$ cat src/rtl/fft_agu.sv
// Address generator and sequencer for an in-place 64-point radix-2 DIT FFT.
// Drives sample-RAM read/write addresses and twiddle-ROM addresses, and tags returning RAM data.
module fft_agu #(
  parameter int BFLY_LAT = 3
) (
  input  logic       clk,
  input  logic       reset_n,
  input  logic       start,
  output logic [5:0] read_address,
  output logic [5:0] write_address,
  output logic       write,
  output logic [4:0] twiddle_address,
  output logic       rd_valid,
  output logic       rd_phase,
  output logic       busy,
  output logic       done
);

  localparam int WR_DLY = BFLY_LAT + 2;
  localparam int DCW    = $clog2(WR_DLY + 1);
  localparam int DL_LEN = WR_DLY - 1;

  typedef enum logic [1:0] {
    S_IDLE  = 2'd0,
    S_READ  = 2'd1,
    S_DRAIN = 2'd2,
    S_DONE  = 2'd3
  } state_t;

  state_t           state_q, state_d;
  logic [2:0]       stage_q, stage_d;
  logic [4:0]       bfly_q, bfly_d;
  logic             phase_q, phase_d;
  logic [DCW-1:0]   drain_q, drain_d;
  logic [5:0]       raddr_q, raddr_d;
  logic [4:0]       twid_q, twid_d;
  logic             busy_q, busy_d;
  logic             done_q, done_d;
  logic             rd_valid_q, rd_phase_q;
  logic             dl_valid_q [DL_LEN];
  logic [5:0]       dl_addr_q  [DL_LEN];
  logic             write_q;
  logic [5:0]       waddr_q;

  function automatic logic [5:0] rotl6(input logic [5:0] v, input logic [2:0] s);
    logic [11:0] t;
    t = {v, v} << s;
    return t[11:6];
  endfunction

  // Next-state, counter and registered-output computation.
  always_comb begin
    state_d = state_q;
    stage_d = stage_q;
    bfly_d  = bfly_q;
    phase_d = phase_q;
    drain_d = drain_q;
    case (state_q)
      S_IDLE: begin
        if (start) begin
          state_d = S_READ;
          stage_d = 3'd0;
          bfly_d  = 5'd0;
          phase_d = 1'b0;
        end else begin
          state_d = S_IDLE;
        end
      end
      S_READ: begin
        phase_d = ~phase_q;
        if (phase_q) begin
          bfly_d = bfly_q + 5'd1;
          if (bfly_q == 5'd31) begin
            state_d = S_DRAIN;
            drain_d = '0;
          end else begin
            state_d = S_READ;
          end
        end else begin
          bfly_d = bfly_q;
        end
      end
      S_DRAIN: begin
        // Hold off the next stage until the last write of this one has issued.
        if (drain_q == DCW'(WR_DLY - 1)) begin
          if (stage_q == 3'd5) begin
            state_d = S_DONE;
          end else begin
            state_d = S_READ;
            stage_d = stage_q + 3'd1;
          end
        end else begin
          drain_d = drain_q + DCW'(1);
        end
      end
      S_DONE: begin
        state_d = S_IDLE;
      end
      default: begin
        state_d = S_IDLE;
      end
    endcase

    if (state_d == S_READ) begin
      raddr_d = rotl6({bfly_d, phase_d}, stage_d);
      if (!phase_d) begin
        twid_d = bfly_d & ~(5'h1F >> stage_d);
      end else begin
        twid_d = twid_q;
      end
    end else begin
      raddr_d = 6'd0;
      twid_d  = 5'd0;
    end
    busy_d = (state_d != S_IDLE);
    done_d = (state_d == S_DONE);
  end

  // FSM, counters and address registers.
  always_ff @(posedge clk or negedge reset_n) begin
    if (!reset_n) begin
      state_q <= S_IDLE;
      stage_q <= 3'd0;
      bfly_q  <= 5'd0;
      phase_q <= 1'b0;
      drain_q <= '0;
      raddr_q <= 6'd0;
      twid_q  <= 5'd0;
      busy_q  <= 1'b0;
      done_q  <= 1'b0;
    end else begin
      state_q <= state_d;
      stage_q <= stage_d;
      bfly_q  <= bfly_d;
      phase_q <= phase_d;
      drain_q <= drain_d;
      raddr_q <= raddr_d;
      twid_q  <= twid_d;
      busy_q  <= busy_d;
      done_q  <= done_d;
    end
  end

  // Read-data tags and the write-delay line (read address replayed WR_DLY cycles later).
  always_ff @(posedge clk or negedge reset_n) begin
    if (!reset_n) begin
      rd_valid_q <= 1'b0;
      rd_phase_q <= 1'b0;
      for (int j = 0; j < DL_LEN; j++) begin
        dl_valid_q[j] <= 1'b0;
        dl_addr_q[j]  <= 6'd0;
      end
      write_q <= 1'b0;
      waddr_q <= 6'd0;
    end else begin
      rd_valid_q    <= (state_q == S_READ);
      rd_phase_q    <= (state_q == S_READ) & phase_q;
      dl_valid_q[0] <= (state_q == S_READ);
      dl_addr_q[0]  <= raddr_q;
      for (int j = 1; j < DL_LEN; j++) begin
        dl_valid_q[j] <= dl_valid_q[j-1];
        dl_addr_q[j]  <= dl_addr_q[j-1];
      end
      write_q <= dl_valid_q[DL_LEN-1];
      waddr_q <= dl_addr_q[DL_LEN-1];
    end
  end

  assign read_address    = raddr_q;
  assign twiddle_address = twid_q;
  assign write           = write_q;
  assign write_address   = waddr_q;
  assign rd_valid        = rd_valid_q;
  assign rd_phase        = rd_phase_q;
  assign busy            = busy_q;
  assign done            = done_q;

endmodule
$ cat config.mk
export PLATFORM = sky130hd
export DESIGN_NAME = fft_agu
export DESIGN_NICKNAME = d
export VERILOG_FILES = /design/src/rtl/fft_agu.sv
export SDC_FILE = /design/constraint.sdc
export NUM_CORES = 1
export LEC_CHECK = 0
export ABC_AREA = 0
export BUFFER_PORTS_ARGS = -buffer_cell sky130_fd_sc_hd__buf_2
export CORE_UTILIZATION = 25
export DETAILED_ROUTE_END_ITERATION = 8
export MAX_ROUTING_LAYER = met4
export PLACE_DENSITY = 0.52
export SLEW_MARGIN = 20
export SYNTH_ARGS = -nofsm -noshare
export SYNTH_HDL_FRONTEND = slang
export SYNTH_SLANG_ARGS = --single-unit
$ cat constraint.sdc
create_clock -name clk -period 2.3 [get_ports clk]
set_input_delay 0.345 -clock clk [delete_from_list [all_inputs] [get_ports clk]]
set_output_delay 0.345 -clock clk [all_outputs]
set_load 0.01 [all_outputs]
==> qor.yml <==
syn-instance-count: 222
avgSynthCellArea_um2: 11.8
slew_headroom: 0.685
die_area_um2: 10900
fin_area_um2: 3390
drv_slew: 0
cellPowerDensity_nw_per_um2: 1290
synth-seq-area-share: 0.603
dpl-instance-area_um2: 3110
critPathLaunchType: "register"
syn_to_final_growth_pct: 29.8
start_util: 0.263
gp_congestion: 0.854
grt_pass1_wl_mm: 9.76
path_buf_inv: 2
synth_fp_nets: 231
path_class: "reg -> reg"
synth_top_area_cell: "dfrtp_1"
core_um2: 9950
synthArstFlopShare: 1.00
first_pass_iters: 4
row_count: 36
cts_buffers: 9
report.final.setup_viol: 0
period_share: 0.956
worstMarginPinSlew_ns: 0.470
hold_violations: 0
cts_sinks: 63
maxCapViolations: 0
dr.first_iter.drc_count: 100
die_x_um: 104
antenna_found_initial: 0
cpMaxStageDelayCell: "or3_4"
num_io_pins: 25
rsz0062_at_grt: "yes"
leakage_nw: 1.61
viasPerCell: 4.38
die_height_um: 104
drc_errors: 0
cts_tree: "built"
gr-usage-all-layers: 0.122
syn_area_um2: 2610
fin_skew_ns: 0.00646
synth_edf_count: 0
critPathRequiredTime_ns: 2.57
stdcell_count: 423
dp_hpwl_mm: 4.08
worstSetupEndpointType: "register"
clock_latency_ns: 0.35
status: "finished clean"
root_buffer: "clkbuf_8"
fmax_ghz: 0.455
fin_nets: 294
synthFlopType: "dfrtp_1"
path_cells: "inv_1 > ha_2 > and4b_2 > a21oi_2 > or3_4 > buf_4 > mux2i_2 > mux2i_1 > o22ai_1"
ys_ff_latch: 63
wire_per_inst_um: 13.6
wl_mm: 5.74
drive_gt1_frac: 0.331
yosys_warnings: 0
grt_max_degree: 48
clock_path_buffers: 2
cpLargestDelayFamily: "simple AND/OR/NAND/NOR gates"
vias: 1851
grt_pass1_vias: 1878
synth_top_area_share: 0.603
synthTopCellsByArea: "dfrtp_1 (60%), mux2i_1 (6.1%), ha_1 (2.9%)"
antenna_cells: 0
grt_overflow: 0
path_clk_slew_ns: 0.07
fin_crit_ns: 2.20
arrival_ns: 2.47
io_buffers: 24
synth_cell_type_count: 47
postRouteAntennaNets: 0
h-tree-depth: 3
max_stage_delay_ns: 0.45
hold_class: "reg -> reg"
irDropWorstVdd_mv: 0.343
dp.cells: 403
crit_fanout: 6
==> cell usage after synthesis, types with 4 or more instances <==
cell,count
a21oi_1,12
ha_1,6
and2_1,4
buf_2,5
a211oi_1,6
mux2i_1,16
and3_1,5
o21ai_0,8
nor2_1,12
dfrtp_1,63
nand2_1,18
nand3_1,7
inv_1,13
==> worst register-to-register path: stages (launching register included) <==
cell,delay [ns]
dfrtp_1,0.39
inv_1,0.06
ha_2,0.18
and4b_2,0.32
a21oi_2,0.10
or3_4,0.45
buf_4,0.18
mux2i_2,0.19
mux2i_1,0.10
o22ai_1,0.16
==> report_power, final <==
part | internal [W] | switching [W] | total [W]
Clock | 0.000501 | 0.000463 | 0.000964
Combinational | 0.000769 | 0.000922 | 0.00169
Sequential | 0.00153 | 0.000193 | 0.00173
==> flip-flops by register name (all words and copies together), names as in the netlist <==
signal and cells:
bfly_q 5, rd_phase 1, phase_q 1, done 1
twiddle_address 5, read_address 6, dl_addr_q 24, stage_q 3
busy 1, drain_q 3, write_address 6, write 1
state_q 2, dl_valid_q 4
==> cell families after synthesis <==
logic type	share of synthesized area
flip-flops	0.603
AND/OR/NAND/NOR	0.118
AO/OA/AOI/OAI	0.124
buffers and inverters	0.0450
multiplexers	0.0785
adder cells (fa/ha/maj)	0.0287
XOR/XNOR	0.00335
==> timing repair <==
action	CTS	global route
pin swaps	0	4
gates cloned	0	1
gates resized for setup	2	14
setup endpoints to repair	1	7
hold buffers	1	0
setup buffers	0	2
endpoints found under the hold margin	16	0
==> through the flow <==
step	hold WS [ns]	setup TNS (ns)	setup WS [ns]	util	total power, W
6_report	0.349	0	0.102	0.341	0.00438
3_5_place_dp	0.325	-0.0551	-0.0551	0.312	0.00336
2_1_floorplan	0.0494	0	0.187	-	0.00268
3_3_place_gp	0.313	-0.00301	-0.00301	0.312	0.00337
4_1_cts	0.351	0	0.00987	0.334	0.00437
5_1_grt	0.352	-0.0272	-0.0272	0.341	0.00471
==> final cells by class <==
type / count / area, um^2
flip-flops and latches: 63 / 1580
clock buffers: 9 / 124
clock inverters: 7 / 72.6
multi-input cells: 134 / 976
well taps: 133 / 166
fillers: 985 / 6560
repair buffers: 60 / 405
inverters: 17 / 71.3
==> placed cells by master, fill, tap and decap left out, drive strengths merged, types with 2 or more instances in the layout <==
| master | netlist | final |
|---|---|---|
| nor2 | 12 | 12 |
| clkbuf | 2 | 9 |
| a21oi | 12 | 12 |
| and2 | 4 | 4 |
| mux2 | 2 | 2 |
| o2bb2ai | 2 | 2 |
| o21a | 3 | 3 |
| o21ai | 9 | 9 |
| a211oi | 6 | 6 |
| inv | 15 | 16 |
| nand3 | 7 | 7 |
| nor2b | 3 | 3 |
| clkinvlp | 0 | 2 |
| nand3b | 2 | 2 |
| nor3b | 2 | 2 |
| dfrtp | 63 | 63 |
| buf | 7 | 59 |
| nand2 | 18 | 18 |
| ha | 6 | 6 |
| or3 | 1 | 2 |
| a22oi | 3 | 3 |
| clkinv | 2 | 5 |
| mux2i | 17 | 17 |
| o22ai | 3 | 3 |
| and3 | 5 | 5 |
==> per-layer routing <==
metal  share of wire  vias up  GRT usage  wire length [um]
li1                -      906          -                 -
met1            0.48      899      0.155              2780
met2            0.46       31      0.178              2620
met3           0.035       15     0.0320               198
met4           0.025        0     0.0612               145
met5               0        -          -                 0
==> path summary, 6_finish.rpt <==
path / endpoint / slack [ns] / startpoint / depth (start not counted)
worst max-delay path: read_address[1]$_DFF_PN0_ / 0.10 / drain_q[1]$_DFFE_PN0P_ / 9
worst min-delay path: dl_addr_q[5]$_DFF_PN0_ / 0.35 / dl_addr_q[11]$_DFF_PN0_ / 0
worst max register to register: read_address[1]$_DFF_PN0_ / 0.10 / drain_q[1]$_DFFE_PN0P_ / 9
worst min register to register: dl_addr_q[5]$_DFF_PN0_ / 0.35 / dl_addr_q[11]$_DFF_PN0_ / 0
max in group asynchronous: stage_q[0]$_DFF_PN0_ / 1.25 / reset_n / 3
min in group asynchronous: write$_DFF_PN0_ / 0.46 / reset_n / 2
Power figures use the tool's default switching activity.
